<file path="config.mk">
export PLATFORM = sky130hd
export DESIGN_NAME = uart_rx_ctrl
export DESIGN_NICKNAME = d
export VERILOG_FILES = /design/src/rtl/uart_rx_ctrl.sv
export SDC_FILE = /design/constraint.sdc
export NUM_CORES = 1
export LEC_CHECK = 0
export BUFFER_PORTS_ARGS = -buffer_cell sky130_fd_sc_hd__buf_2
export CAP_MARGIN = 20
export CELL_PAD_IN_SITES_DETAIL_PLACEMENT = 0
export CELL_PAD_IN_SITES_GLOBAL_PLACEMENT = 2
export CORE_ASPECT_RATIO = 1.1
export CORE_MARGIN = 1.5
export CORE_UTILIZATION = 36
export CTS_CLUSTER_DIAMETER = 40
export DETAILED_ROUTE_END_ITERATION = 10
export PLACE_DENSITY_LB_ADDON = 0.1
export SETUP_SLACK_MARGIN = 0.05
export SYNTH_ARGS = -nofsm -noshare
export SYNTH_HDL_FRONTEND = slang
export SYNTH_SLANG_ARGS = --single-unit
</file>
<file path="constraint.sdc">
create_clock -name CLK -period 7.08 [get_ports CLK]
set_input_delay 0.708 -clock CLK [delete_from_list [all_inputs] [get_ports CLK]]
set_output_delay 0.708 -clock CLK [all_outputs]
set_load 0.01 [all_outputs]
</file>
<file path="src/rtl/uart_rx_ctrl.sv">
// UART receive controller: walks each frame through start/data/parity/stop bit
// phases, drives the external sampler and deserializer, and reports frame status.
module uart_rx_ctrl #(
    parameter int unsigned DATA_W = 8
) (
    input  logic       CLK,
    input  logic       RST,
    input  logic       RX_IN,
    input  logic [5:0] Prescale,
    input  logic       PAR_EN,
    input  logic       PAR_TYP,
    input  logic       sampled_bit,
    output logic       dat_samp_en,
    output logic       deser_en,
    output logic [5:0] edge_cnt,
    output logic [3:0] bit_cnt,
    output logic       busy,
    output logic       data_valid,
    output logic       par_err,
    output logic       stp_err,
    output logic       strt_glitch
);

    typedef enum logic [2:0] {StIdle, StStart, StData, StParity, StStop} state_e;

    localparam logic [3:0] LastDataBit = 4'(DATA_W);

    state_e     state_q, state_d;
    logic [5:0] edge_q, edge_d;
    logic [3:0] bit_q, bit_d;
    logic [5:0] pre_q, pre_d;
    logic       par_en_q, par_en_d;
    logic       par_typ_q, par_typ_d;
    logic       acc_q, acc_d;
    logic       perr_seen_q, perr_seen_d;
    logic       dv_d, pe_d, se_d, sg_d;
    logic       bit_end;
    logic       start_frame;
    logic [5:0] pre_in;

    // Unsupported oversampling ratios fall back to 8.
    always_comb begin
        pre_in = 6'd8;
        case (Prescale)
            6'd8, 6'd16, 6'd32: pre_in = Prescale;
            default:            pre_in = 6'd8;
        endcase
    end

    assign bit_end = (edge_q == pre_q - 6'd1);

    always_comb begin
        state_d     = state_q;
        edge_d      = edge_q;
        bit_d       = bit_q;
        pre_d       = pre_q;
        par_en_d    = par_en_q;
        par_typ_d   = par_typ_q;
        acc_d       = acc_q;
        perr_seen_d = perr_seen_q;
        dv_d        = 1'b0;
        pe_d        = 1'b0;
        se_d        = 1'b0;
        sg_d        = 1'b0;
        start_frame = 1'b0;

        if (state_q != StIdle) begin
            if (bit_end) begin
                edge_d = 6'd0;
                bit_d  = bit_q + 4'd1;
            end else begin
                edge_d = edge_q + 6'd1;
            end
        end

        case (state_q)
            StIdle: begin
                if (!RX_IN) start_frame = 1'b1;
            end
            StStart: begin
                if (bit_end) begin
                    if (sampled_bit) begin
                        sg_d    = 1'b1;
                        state_d = StIdle;
                    end else begin
                        state_d = StData;
                    end
                end
            end
            StData: begin
                if (bit_end) begin
                    acc_d = acc_q ^ sampled_bit;
                    if (bit_q == LastDataBit) state_d = par_en_q ? StParity : StStop;
                end
            end
            StParity: begin
                if (bit_end) begin
                    if (sampled_bit != (acc_q ^ par_typ_q)) begin
                        pe_d        = 1'b1;
                        perr_seen_d = 1'b1;
                    end
                    state_d = StStop;
                end
            end
            StStop: begin
                if (bit_end) begin
                    se_d = ~sampled_bit;
                    dv_d = sampled_bit & ~perr_seen_q;
                    // A low line on the final stop edge is already the next start bit.
                    if (!RX_IN) start_frame = 1'b1;
                    else        state_d = StIdle;
                end
            end
            default: state_d = StIdle;
        endcase

        if (state_d == StIdle) begin
            edge_d = 6'd0;
            bit_d  = 4'd0;
        end

        if (start_frame) begin
            state_d     = StStart;
            edge_d      = 6'd0;
            bit_d       = 4'd0;
            pre_d       = pre_in;
            par_en_d    = PAR_EN;
            par_typ_d   = PAR_TYP;
            acc_d       = 1'b0;
            perr_seen_d = 1'b0;
        end
    end

    always_ff @(posedge CLK or negedge RST) begin
        if (!RST) begin
            state_q     <= StIdle;
            edge_q      <= 6'd0;
            bit_q       <= 4'd0;
            pre_q       <= 6'd8;
            par_en_q    <= 1'b0;
            par_typ_q   <= 1'b0;
            acc_q       <= 1'b0;
            perr_seen_q <= 1'b0;
            data_valid  <= 1'b0;
            par_err     <= 1'b0;
            stp_err     <= 1'b0;
            strt_glitch <= 1'b0;
        end else begin
            state_q     <= state_d;
            edge_q      <= edge_d;
            bit_q       <= bit_d;
            pre_q       <= pre_d;
            par_en_q    <= par_en_d;
            par_typ_q   <= par_typ_d;
            acc_q       <= acc_d;
            perr_seen_q <= perr_seen_d;
            data_valid  <= dv_d;
            par_err     <= pe_d;
            stp_err     <= se_d;
            strt_glitch <= sg_d;
        end
    end

    assign dat_samp_en = (state_q != StIdle);
    assign busy        = (state_q != StIdle);
    assign deser_en    = (state_q == StData) && bit_end;
    assign edge_cnt    = edge_q;
    assign bit_cnt     = bit_q;

endmodule

</file>
# Word level (Yosys, flattened, before mapping)
# Index checks and enable logic that the tools add are counted.
# totals
regBits,27
ram_bits,0
wordCells,83
output_inout_bits,17
latchBits,0
n_memories,0
romBits,0
# op_classes
n_bitwise,5
order_cmp,0
n_div,0
muxes,39
n_eq_ne,10
add_sub_neg,3
mul,0
reduce_logical,14
shift,0
# ops
cell,n
$mux 6,5
$mux 3,8
$mux 1,19
$mux 4,4
$pmux 3 s5,1
$reduce_bool 3->1,3
$reduce_bool 2->1,4
$add 6x1->6 const B,1
$eq 3x2->1 const B,2
$eq 6x4->1 const B,1
$eq 6x5->1 const B,1
$eq 6x6->1,1
$eq 6x6->1 const B,1
$logic_not 3->1,2
$sub 6x1->6 const B,1
$add 4x1->4 const B,1
$eq 4x4->1 const B,1
$reduce_and 2->1,2
$eq 3x1->1 const B,1
$eq 3x3->1 const B,1
$reduce_and 3->1,1
$reduce_or 3->1,1
$mux 2,1
$not 1->1,2
other kinds (5),6

# Logic depth before layout (Yosys ltp)
# logic_depth
depth_word,7
mapped_depth,9
depth_no_buf,8

# Worst setup path after synthesis
# OpenSTA, ideal clock, no wires.
# synth_timing
path_kind,register to output
from,register pre_q[0]
to,output deser_en
path_buffers,1
arrival_ns,1.931
setup_slack_ns,4.441
required_ns,6.372
stages_incl_launch_ff,9
path_cell_list,dfrtp_1 > inv_1 > ha_1 > nand2b_1 > o211a_1 > o31ai_4 > nand2_2 > buf_6 > nor3_1
# synth_between
elab_chain_cells,3
# synth_lines
item,line,rtl
start: declaration,31,"logic [5:0] pre_q, pre_d;"
start signal: assignment,152,pre_q <= pre_d;
$sub 6x1->6,50,assign bit_end = (edge_q == pre_q - 6'd1);
$eq 6x6->1,50,
$logic_and 1x1->1,166,assign deser_en = (state_q == StData) && bit_end;
end: declaration,14,"output logic deser_en,"
# No other way between the ends.

# Worst setup path after layout
# Ends and elaborated chain as after synthesis.

==> results.cfg <==
[status]
outcome = finished, final reports clean

[power_and_ir_drop]
vdd_drop_max_mv = 0.1230
power_density_nw_per_um2 = 324.6
clkPwrFrac_pct = 15.7
seqPwrFrac_pct = 42.6
share_comb_of_total_power_pct = 41.7
switching_share_pct = 41.61
intPower_mw = 0.3251
p_total_mw = 0.5568
power_switching_mw = 0.2317
leakage_nw = 0.8082

[yosys]
ys_types = 45
seq_area_frac_synth_pct = 45.16
synthArstFlopShare_pct = 100.0
synth_area_sq_um = 1499
ys_warn_count = 0
synth_fp_nets = 164
synth_edf_count = 0
ys.flop_type = dfrtp_1
ys_ff_latch = 27
netlist_instances = 148
synth_area_per_cell_sq_um = 10.13

[sta]
setup_violations = 0
fmax_ghz = 0.3279
hold_violations = 0
skew_ps = 8.963
min_period_ps = 3050
slew_headroom_pct = 57.94
worstMarginPinSlew_ps = 631.0
fin_ws_ps = 4030
slew_viol_final = 0
tns_ps = 0
fin_crit_sh_pct = 43.07
rsz0062_at_grt = false

[route]
wl_met3_um = 89
first_pass_iters = 4
wl_met2_mm = 1.575
ant_nets = 0
vias = 1131
first_iter_violations = 82
via_per_inst = 5.004
wl_met1_mm = 1.405
routed_wl_mm = 3.096
drc = 0
routedWlPerCell_um = 13.70
top_layer_used = met4

[clocking]
holdBufCountCts = 0
cts.clk_slew.worst_paths_ps = 100
cts_buffer_depth = 2
numCtsBuffers = 3
ctsResizeCount = 0
cts_setup_buffers = 0
cts_tree = done
cts_root_buf = clkbuf_8
numClockSinks = 27
cts_max_level = 1
insertion_delay_ps = 270

[flow_run]
maxCapViolCount = 0

[placement]
dp_cells = 222
dpl_worst_slack_ps = 4330
gp_congestion = 0.7610
hpwl_mm = 2.289
io_buffers = 28

[die]
rows = 24
start_util_pct = 37.53
die_area_sq_um = 4560
core_sq_um = 3994
die_height_um = 70.68
ios = 29
dieWidth_um = 64.53

[layout]
final_cell_mix = buf_2, dfrtp_1, nor2_1
n_antenna_cell = 0
multi_input_area_sq_um = 757.0
fillers = 402
final_common_cell = buf_2
area_growth_pct = 14.44
area.sequential_sq_um = 676.9
layout-drive-gt1-share_pct = 25.86
nets = 191
post_layout_nonfiller_instances = 226

[worst_setup_path]
worst-path-max-fanout = 11
cp-start-kind = flop
end_kind = output port
path_class = reg2out
worstPathArrival_ps = 2340
worst_ep_required_time_ps = 6370

[min_path]
hold_path.class = in2async

[global_route]
grt_max_degree = 28
track_usage_pct = 14.94
grt_first_pass_wirelength_mm = 5.319
grt_antenna_before_repair = 0
grt_pass1_vias = 1105
grt.overflow.total = 0
-- final timing paths --
| path | to | from | slack, ps | cells past startpoint |
|---|---|---|---|---|
| min in group CLK | data_valid | perr_seen_q | 440 | 1 |
| setup / recovery | deser_en | pre_q[0] | 4030 | 8 |
| max in group asynchronous | bit_cnt[0] | RST | 6250 | 1 |
| hold reg to reg | data_valid | perr_seen_q | 440 | 1 |
| setup reg to reg | pre_q[5] | pre_q[0] | 4530 | 8 |
| hold / removal | data_valid | RST | 430 | 1 |
-- per-stage QoR --
| stage | utilization [%] | hold slack, ps | cell area [sq um] |
|---|---|---|---|
| final | 42.95 | 428.0 | 1715 |
| after global routing | 42.95 | 465.5 | 1715 |
| after CTS | 42.95 | 446.4 | 1715 |
| after detailed placement | 41.79 | 430.7 | 1669 |
| after global placement | 41.79 | 433.9 | 1669 |
| after floorplan | - | 410.0 | 1499 |
-- sequential cells by signal, indices dropped and copies added (netlist names), 3 cells and up --
name      cells
edge_cnt      6
pre_q         6
bit_cnt       4
state_q       3
-- cell usage after synthesis (all sizes together), types with 3 or more instances --
cell type / number / share of area [%]
ha: 4 / 3.3
dfrtp: 26 / 43
nor2: 18 / 4.5
nor3: 7 / 2.3
xor2: 7 / 4.1
a21oi: 8 / 3.7
mux2: 3 / 2.3
o21ai: 3 / 1.0
nand2b: 4 / 1.7
nand2: 7 / 1.9
xnor2: 7 / 4.1
buf: 3 / 1.6
inv: 8 / 2.0
clkbuf: 3 / 0.75
nand3: 5 / 1.7
nor4: 4 / 3.7
or3: 3 / 1.3
-- critical path, stage by stage (launching register included) --
cell and delay (ps):
dfrtp_1 450, inv_1 90, ha_1 240, nand2b_1 170
o211a_1 160, o31ai_4 320, nand2_2 220, nor3_1 250
buf_2 170
-- cell type report --
cell class	instances	share of cell area [%]
multi-input cells	107	44.13
well taps	52	3.793
flip-flops and latches	27	39.46
clock inverters	1	0.2918
inverters	8	1.751
clock buffers	3	2.407
repair buffers	28	8.169
-- logic make-up after synthesis --
kind of cell	share of synthesized area, %
and+or+nand+nor	22.12
DFF	45.16
AOI/OAI and AO/OA	13.27
xor gates and xnor gates	8.180
buffers and inverters	4.340
muxes	3.589
adders and majority gates	3.339
-- power groups by stage --
stage	registers [mW]	clock network [mW]	logic, mW
after floorplan	0.229	0	0.182
after global placement	0.239	0	0.233
after detailed placement	0.241	0	0.236
after CTS	0.238	0.0916	0.236
after global routing	0.244	0.0983	0.266
final	0.237	0.0873	0.232
-- per-layer routing --
| layer | track usage [%] | vias up |
|---|---|---|
| li1 | - | 573 |
| met1 | 19.35 | 540 |
| met2 | 25.46 | 16 |
| met3 | 2.226 | 2 |
| met4 | 5.201 | 0 |
| met5 | 0 | - |
(Power assumes the default switching activity.)
